File: config.mk
export PLATFORM = sky130hd
export DESIGN_NAME = branch_resolve_ctrl_flat
export DESIGN_NICKNAME = d
export VERILOG_FILES = /design/src/rtl/branch_resolve_ctrl_if.sv /design/src/rtl/branch_resolve_ctrl.sv /design/src/flat_wrapper.sv
export SDC_FILE = /design/constraint.sdc
export NUM_CORES = 1
export LEC_CHECK = 0
export BUFFER_PORTS_ARGS = -buffer_cell sky130_fd_sc_hd__buf_2
export CORE_MARGIN = 10
export CORE_UTILIZATION = 28
export DETAILED_ROUTE_END_ITERATION = 10
export PLACE_DENSITY_LB_ADDON = 0.05
export SLEW_MARGIN = 20
export SYNTH_ARGS = -nofsm -noshare
export SYNTH_HDL_FRONTEND = slang
export SYNTH_SLANG_ARGS = --single-unit
export TNS_END_PERCENT = 20
File: constraint.sdc
create_clock -name clk -period 7 [get_ports clk]
set_input_delay 2.1 -clock clk [delete_from_list [all_inputs] [get_ports clk]]
set_output_delay 2.1 -clock clk [all_outputs]
set_load 0.01 [all_outputs]
File: src/rtl/branch_resolve_ctrl_if.sv
// Handshake bundle between execute (branch issue), the resolver and fetch (redirect).
// The master side is execute/fetch. The slave side is the branch resolver.
interface branch_resolve_ctrl_if;
   logic        ex_valid;
   logic        ex_ready;
   logic [31:0] ex_pc;
   logic [31:0] ex_inst;
   logic [3:0]  ex_br_type;
   logic [31:0] ex_src1;
   logic [31:0] ex_src2;
   logic        ex_pred_taken;
   logic [31:0] ex_pred_target;
   logic        redirect_valid;
   logic        redirect_ready;
   logic [31:0] redirect_pc;

   modport master (
      output ex_valid, ex_pc, ex_inst, ex_br_type, ex_src1, ex_src2,
             ex_pred_taken, ex_pred_target, redirect_ready,
      input  ex_ready, redirect_valid, redirect_pc
   );

   modport slave (
      input  ex_valid, ex_pc, ex_inst, ex_br_type, ex_src1, ex_src2,
             ex_pred_taken, ex_pred_target, redirect_ready,
      output ex_ready, redirect_valid, redirect_pc
   );
endinterface

File: src/rtl/branch_resolve_ctrl.sv
// Branch/jump resolver: computes the actual direction and target and issues a predictor
// update and a link write. On a mispredict it pulses a flush and holds a redirect to fetch.
module branch_resolve_ctrl (
   input  logic                        clk,
   input  logic                        rst_n,
   input  logic                        flush_in,
   branch_resolve_ctrl_if.slave        br,
   output logic                        flush_out,
   output logic                        upd_valid,
   output logic [31:0]                 upd_pc,
   output logic [31:0]                 upd_target,
   output logic                        upd_taken,
   output logic                        wb_valid,
   output logic [4:0]                  wb_addr,
   output logic [31:0]                 wb_data,
   output logic [31:0]                 mispredict_cnt
);

   typedef enum logic {IDLE, REDIR} state_t;

   localparam logic [3:0] BR_BEQ  = 4'd1;
   localparam logic [3:0] BR_BNE  = 4'd2;
   localparam logic [3:0] BR_BLT  = 4'd3;
   localparam logic [3:0] BR_BGE  = 4'd4;
   localparam logic [3:0] BR_BLTU = 4'd5;
   localparam logic [3:0] BR_BGEU = 4'd6;
   localparam logic [3:0] BR_B    = 4'd7;
   localparam logic [3:0] BR_BL   = 4'd8;
   localparam logic [3:0] BR_JIRL = 4'd9;

   state_t      state_q;
   logic        redirect_valid_q;
   logic [31:0] redirect_pc_q;
   logic        flush_out_q;
   logic        upd_valid_q;
   logic [31:0] upd_pc_q;
   logic [31:0] upd_target_q;
   logic        upd_taken_q;
   logic        wb_valid_q;
   logic [4:0]  wb_addr_q;
   logic [31:0] wb_data_q;
   logic [31:0] mispredict_cnt_q;

   logic        accept;
   logic        legal;
   logic        taken;
   logic        mispredict;
   logic        is_link;
   logic [31:0] target;
   logic [31:0] pc_plus4;
   logic [31:0] sext16;
   logic [31:0] sext26;
   logic [25:0] offs26;
   logic        unused_inst_bits;

   // Opcode bits are already decoded into ex_br_type and are not needed here.
   assign unused_inst_bits = ^br.ex_inst[31:26];

   assign br.ex_ready = (state_q == IDLE) && !flush_in;
   assign accept      = br.ex_valid && br.ex_ready;

   // Offsets are word offsets: shift left by 2, then sign-extend to 32 bits.
   assign offs26   = {br.ex_inst[9:0], br.ex_inst[25:10]};
   assign sext16   = {{14{br.ex_inst[25]}}, br.ex_inst[25:10], 2'b00};
   assign sext26   = {{4{offs26[25]}}, offs26, 2'b00};
   assign pc_plus4 = br.ex_pc + 32'd4;

   // Resolve direction and target of the presented instruction.
   always_comb begin
      legal  = 1'b1;
      taken  = 1'b0;
      target = br.ex_pc + sext16;
      case (br.ex_br_type)
         BR_BEQ:  taken = (br.ex_src1 == br.ex_src2);
         BR_BNE:  taken = (br.ex_src1 != br.ex_src2);
         BR_BLT:  taken = ($signed(br.ex_src1) <  $signed(br.ex_src2));
         BR_BGE:  taken = ($signed(br.ex_src1) >= $signed(br.ex_src2));
         BR_BLTU: taken = (br.ex_src1 <  br.ex_src2);
         BR_BGEU: taken = (br.ex_src1 >= br.ex_src2);
         BR_B, BR_BL: begin
            taken  = 1'b1;
            target = br.ex_pc + sext26;
         end
         BR_JIRL: begin
            taken  = 1'b1;
            target = br.ex_src1 + sext16;
         end
         default: legal = 1'b0;
      endcase
   end

   assign is_link    = (br.ex_br_type == BR_BL) || (br.ex_br_type == BR_JIRL);
   assign mispredict = legal && ((taken != br.ex_pred_taken) ||
                                 (taken && (target != br.ex_pred_target)));

   // Redirect FSM: hold the correct PC toward fetch until accepted or flushed.
   always_ff @(posedge clk or negedge rst_n) begin
      if (!rst_n) begin
         state_q          <= IDLE;
         redirect_valid_q <= 1'b0;
         redirect_pc_q    <= 32'd0;
      end else begin
         case (state_q)
            IDLE: begin
               if (accept && mispredict) begin
                  state_q          <= REDIR;
                  redirect_valid_q <= 1'b1;
                  redirect_pc_q    <= taken ? target : pc_plus4;
               end
            end
            REDIR: begin
               if (flush_in || br.redirect_ready) begin
                  state_q          <= IDLE;
                  redirect_valid_q <= 1'b0;
               end
            end
            default: begin
               state_q          <= IDLE;
               redirect_valid_q <= 1'b0;
            end
         endcase
      end
   end

   // Registered update/link/flush pulses and the saturating mispredict counter.
   always_ff @(posedge clk or negedge rst_n) begin
      if (!rst_n) begin
         flush_out_q      <= 1'b0;
         upd_valid_q      <= 1'b0;
         upd_pc_q         <= 32'd0;
         upd_target_q     <= 32'd0;
         upd_taken_q      <= 1'b0;
         wb_valid_q       <= 1'b0;
         wb_addr_q        <= 5'd0;
         wb_data_q        <= 32'd0;
         mispredict_cnt_q <= 32'd0;
      end else begin
         flush_out_q <= accept && mispredict;
         upd_valid_q <= accept && legal;
         wb_valid_q  <= accept && legal && is_link;
         if (accept && legal) begin
            upd_pc_q     <= br.ex_pc;
            upd_target_q <= target;
            upd_taken_q  <= taken;
            wb_addr_q    <= (br.ex_br_type == BR_BL) ? 5'd1 : br.ex_inst[4:0];
            wb_data_q    <= pc_plus4;
         end
         if (accept && mispredict && (mispredict_cnt_q != 32'hFFFF_FFFF)) begin
            mispredict_cnt_q <= mispredict_cnt_q + 32'd1;
         end
      end
   end

   assign br.redirect_valid = redirect_valid_q;
   assign br.redirect_pc    = redirect_pc_q;
   assign flush_out         = flush_out_q;
   assign upd_valid         = upd_valid_q;
   assign upd_pc            = upd_pc_q;
   assign upd_target        = upd_target_q;
   assign upd_taken         = upd_taken_q;
   assign wb_valid          = wb_valid_q;
   assign wb_addr           = wb_addr_q;
   assign wb_data           = wb_data_q;
   assign mispredict_cnt    = mispredict_cnt_q;

endmodule

File: src/flat_wrapper.sv
// flat-port wrapper written by rule: the top's interface ports become plain ports
module branch_resolve_ctrl_flat 
  (clk, rst_n, flush_in, flush_out, upd_valid, upd_pc, upd_target, upd_taken, wb_valid, wb_addr, wb_data, mispredict_cnt, br_ex_valid, br_ex_pc, br_ex_inst, br_ex_br_type, br_ex_src1, br_ex_src2, br_ex_pred_taken, br_ex_pred_target, br_redirect_ready, br_ex_ready, br_redirect_valid, br_redirect_pc);
  branch_resolve_ctrl_if br_i ();
  input  logic clk;
  input  logic rst_n;
  input  logic flush_in;
  output logic flush_out;
  output logic upd_valid;
  output logic [31:0] upd_pc;
  output logic [31:0] upd_target;
  output logic upd_taken;
  output logic wb_valid;
  output logic [4:0] wb_addr;
  output logic [31:0] wb_data;
  output logic [31:0] mispredict_cnt;
  input wire logic [$bits(br_i.ex_valid)-1:0] br_ex_valid;
  input wire logic [$bits(br_i.ex_pc)-1:0] br_ex_pc;
  input wire logic [$bits(br_i.ex_inst)-1:0] br_ex_inst;
  input wire logic [$bits(br_i.ex_br_type)-1:0] br_ex_br_type;
  input wire logic [$bits(br_i.ex_src1)-1:0] br_ex_src1;
  input wire logic [$bits(br_i.ex_src2)-1:0] br_ex_src2;
  input wire logic [$bits(br_i.ex_pred_taken)-1:0] br_ex_pred_taken;
  input wire logic [$bits(br_i.ex_pred_target)-1:0] br_ex_pred_target;
  input wire logic [$bits(br_i.redirect_ready)-1:0] br_redirect_ready;
  output wire logic [$bits(br_i.ex_ready)-1:0] br_ex_ready;
  output wire logic [$bits(br_i.redirect_valid)-1:0] br_redirect_valid;
  output wire logic [$bits(br_i.redirect_pc)-1:0] br_redirect_pc;
  assign br_i.ex_valid = br_ex_valid;
  assign br_i.ex_pc = br_ex_pc;
  assign br_i.ex_inst = br_ex_inst;
  assign br_i.ex_br_type = br_ex_br_type;
  assign br_i.ex_src1 = br_ex_src1;
  assign br_i.ex_src2 = br_ex_src2;
  assign br_i.ex_pred_taken = br_ex_pred_taken;
  assign br_i.ex_pred_target = br_ex_pred_target;
  assign br_i.redirect_ready = br_redirect_ready;
  assign br_ex_ready = br_i.ex_ready;
  assign br_redirect_valid = br_i.redirect_valid;
  assign br_redirect_pc = br_i.redirect_pc;
  branch_resolve_ctrl u_core (.clk(clk), .rst_n(rst_n), .flush_in(flush_in), .br(br_i), .flush_out(flush_out), .upd_valid(upd_valid), .upd_pc(upd_pc), .upd_target(upd_target), .upd_taken(upd_taken), .wb_valid(wb_valid), .wb_addr(wb_addr), .wb_data(wb_data), .mispredict_cnt(mispredict_cnt));
endmodule
==> flow_metrics.py <==
metrics = {
    "worst_setup_path": {
        "worstSetupEndpointType": "register",
        "r2r_end": "u_core.mispredict_cnt[30]",
        "criticalPathCategory": "primary input to register",
        "rrSetupSlack_ns": 3.58,
        "start_kind": "primary input",
        "arrival_ns": 7.14,
        "cp.required_ns": 7.33,
        "critPathTopFamily": "simple AND/OR/NAND/NOR gates",
        "r2r-start": "u_core.state_q",
        "max_stage_delay_ns": 0.61,
        "crit_fanout": 21,
        "ff2ff_path_depth": 9,
        "crit_chain": "buf_2, nor4bb_4, mux2_2, ha_1, inv_1, fa_1, or2_2, o311ai_0, o2bb2ai_1, xnor2_1, nand2_1, nor4_2, nand4_1, nand4b_1, or4_1, or4_4, and2_4, buf_12, mux2_4",
        "crit_slowest_cell": "or4_1",
        "crit_buf_inv": 3,
    },
    "power_and_ir_drop": {
        "p_leak_nw": 8.84,
        "cellPowerDensity_nw_per_um2": 239,
        "peakVddDrop_v": 0.000128,
    },
    "yosys": {
        "syn_area_sq_um": 13600,
        "syn_inst": 1594,
        "synthTopCellsByCount": "nand2_1, dfrtp_1, o21ai_0, ha_1, a21oi_1",
        "synth_top_flop_cell": "dfrtp_1",
        "yosysWarnings": 0,
        "avgSynthCellArea_sq_um": 8.56,
        "async_flop_share": 1.00,
        "synth_top_area_share": 0.310,
        "synth_edf_count": 0,
        "synth_area_leaders": "dfrtp_1, ha_1, nand2_1",
        "synth-seq-cells": 169,
        "synth_fp_nets": 1862,
        "synth_seq_area_share": 0.310,
        "yosys.area.top_type": "dfrtp_1",
        "post-synth-top-count-cell": "nand2_1",
        "synth.distinct_cells": 81,
    },
    "placement": {
        "finalWeightedCongestion": 0.894,
        "numPortBuffers": 334,
        "placed_cells": 2668,
        "hpwlAfterDp_um": 50600,
        "placed_area_sq_um": 17400,
    },
    "routing": {
        "drc": 0,
        "wl_um": 60400,
        "final_antenna_net_count": 0,
        "drtPass1Iterations": 7,
        "via_per_inst": 5.02,
        "wire_per_inst_um": 22.3,
        "drtIter0Drc": 847,
        "vias": 13600,
    },
    "cts": {
        "clock_sinks": 169,
        "cts_tree": "done",
        "numCtsBuffers": 17,
        "clockRootBuffer": "clkbuf_16",
        "htreeDepth": 4,
        "clock_latency_ns": 0.45,
        "cts.clk_slew.worst_paths_ns": 0.07,
        "postCtsHoldBufs": 0,
        "clk_path_buf_depth": 2,
    },
    "floorplan": {
        "fp.dieH_um": 241,
        "die_area_sq_um": 57900,
        "start_util": 0.285,
        "core_sq_um": 47900,
        "fp-row-count": 80,
        "ios": 341,
        "die_x_um": 241,
    },
    "finish": {
        "final_cell_area_sq_um": 18100,
        "drive_gt1_frac": 0.325,
        "fin_cells": 2706,
        "syn2layout_area_growth_pct": 32.9,
        "nNetsFinal": 2343,
    },
    "grt": {
        "grt_antenna_before_repair": 3,
        "grt_pass1_wl_um": 88300,
        "grt_overflow": 0,
        "grt_max_degree": 97,
        "grt_pass1_vias": 13800,
        "grt.total_usage": 0.204,
    },
    "sta": {
        "finClkSkew_ns": 0.00667,
        "final-setup-viol-count": 0,
        "hold_violations": 0,
        "grt_setup_unrepaired": "false",
        "worstMarginPinSlew_ns": 0.959,
        "fin_crit_sh": 0.974,
        "drv_slew": 0,
        "slew_headroom": 0.361,
        "final_period_minus_worst_setup_slack_ns": 6.81,
        "fmax_mhz": 147,
        "whs_ns": 0.471,
    },
    "run_status": {
        "status": "finished, final reports clean",
    },
    "run": {
        "cap_violations": 0,
    },
    "hold_path": {
        "worstHoldEndpoint": "u_core.upd_pc[16]",
        "min_from": "u_core.upd_pc[16]",
        "holdCritPathClass": "register to register",
        "holdPathStages": 2,
    },
}
-- power breakdown --
group	switching (mW)	internal [mW]	leakage, nW	total [mW]
Combinational	1.06	0.834	6.41	1.89
Sequential	0.180	1.24	2.13	1.42
Clock	0.414	0.609	0.304	1.02
Total	1.65	2.68	8.84	4.34
-- per-stage QoR --
| step | TNS (ns) | utilization | power (mW) | setup WS [ns] |
|---|---|---|---|---|
| 2_1_floorplan | 0 | - | 2.36 | 0.00178 |
| 3_3_place_gp | -30.66 | 0.363 | 3.32 | -0.553 |
| 3_5_place_dp | -34.60 | 0.363 | 3.34 | -0.612 |
| 4_1_cts | 0 | 0.376 | 4.37 | 0.00318 |
| 5_1_grt | 0 | 0.378 | 4.60 | 0.0241 |
| 6_report | 0 | 0.378 | 4.34 | 0.185 |
-- logic make-up after synthesis --
kind of cell	count (synthesis)	share of synthesized area
AOI/OAI and AO/OA	360	0.164
xor gates and xnor gates	137	0.0942
buffers and inverters	140	0.0431
muxes	104	0.0895
adders and majority gates	98	0.0910
DFF	169	0.310
and+or+nand+nor	586	0.208
-- routing by layer --
layer / up-vias / wire length (um) / GRT usage
met3: 49 / 2890 / 0.0284
met5: - / 0 / 0
met1: 6544 / 28300 / 0.277
met2: 325 / 27900 / 0.332
li1: 6660 / - / -
met4: 0 / 1250 / 0.0508
-- cell type report --
class / count / area (sq um)
fillers: 5079 / 29800
multi-input cells: 1285 / 8930
flip-flops and latches: 169 / 4230
repair buffers: 549 / 3370
well taps: 615 / 769
clock buffers: 22 / 494
inverters: 53 / 199
clock inverters: 10 / 140
diodes: 3 / 7.51
-- cells in the final DEF, fill, tap and decap left out, types with 23 or more instances in the layout --
cell type  Yosys  routed
mux2i_1       37      36
dfrtp_1      169     169
buf_4          2     209
xor2_1        49      49
nand2b_1      23      23
inv_1         52      52
a21oi_1       93      89
ha_1          96      95
buf_2          7     333
nand3_1       60      60
mux2_2        41      41
nor2_1        64      64
o21ai_0      121     119
nand2_1      257     257
and3_1        31      31
nand4_1       40      40
nor3_1        30      29
mux2_4        25      25
xnor2_1       82      82
-- registers in the layout, summed over array words and instances, names as in the netlist --
register and cells:
u_core.upd_valid 1, u_core.wb_valid 1, u_core.mispredict_cnt 32, u_core.upd_taken 1
u_core.br.redirect_valid 1, u_core.upd_pc 30, u_core.wb_data 32, u_core.wb_addr 5
u_core.br.redirect_pc 32, u_core.upd_target 32, u_core.flush_out 1, u_core.state_q 1
-- how the worst max path moves through the flow --
stage                startpoint                        end  slack [ns]  depth (start not counted)
6_report       br_ex_br_type[1]   u_core.br.redirect_pc[6]        0.19                         19
5_1_grt        br_ex_br_type[1]   u_core.mispredict_cnt[1]        0.02                         21
4_1_cts        br_ex_br_type[1]   u_core.br.redirect_pc[6]       0.003                         21
3_5_place_dp   br_ex_br_type[1]   u_core.br.redirect_pc[6]       -0.61                         19
3_3_place_gp   br_ex_br_type[1]   u_core.br.redirect_pc[2]       -0.55                         19
2_1_floorplan  br_ex_br_type[0]  u_core.br.redirect_pc[14]       0.002                         23
-- repair_timing --
action / 4_1_cts / 5_1_grt
gates cloned: 0 / 0
gates resized for setup: 2 / 12
pin swaps: 0 / 2
setup endpoints to repair: 46 / 58
buffers inserted: 0 / 3
-- worst min-delay path, cell delays in order (launching register included) --
cell     delay [ns]
dfrtp_1        0.34
nand2_1        0.05
nand2_1        0.06
(Power assumes the default switching activity.)
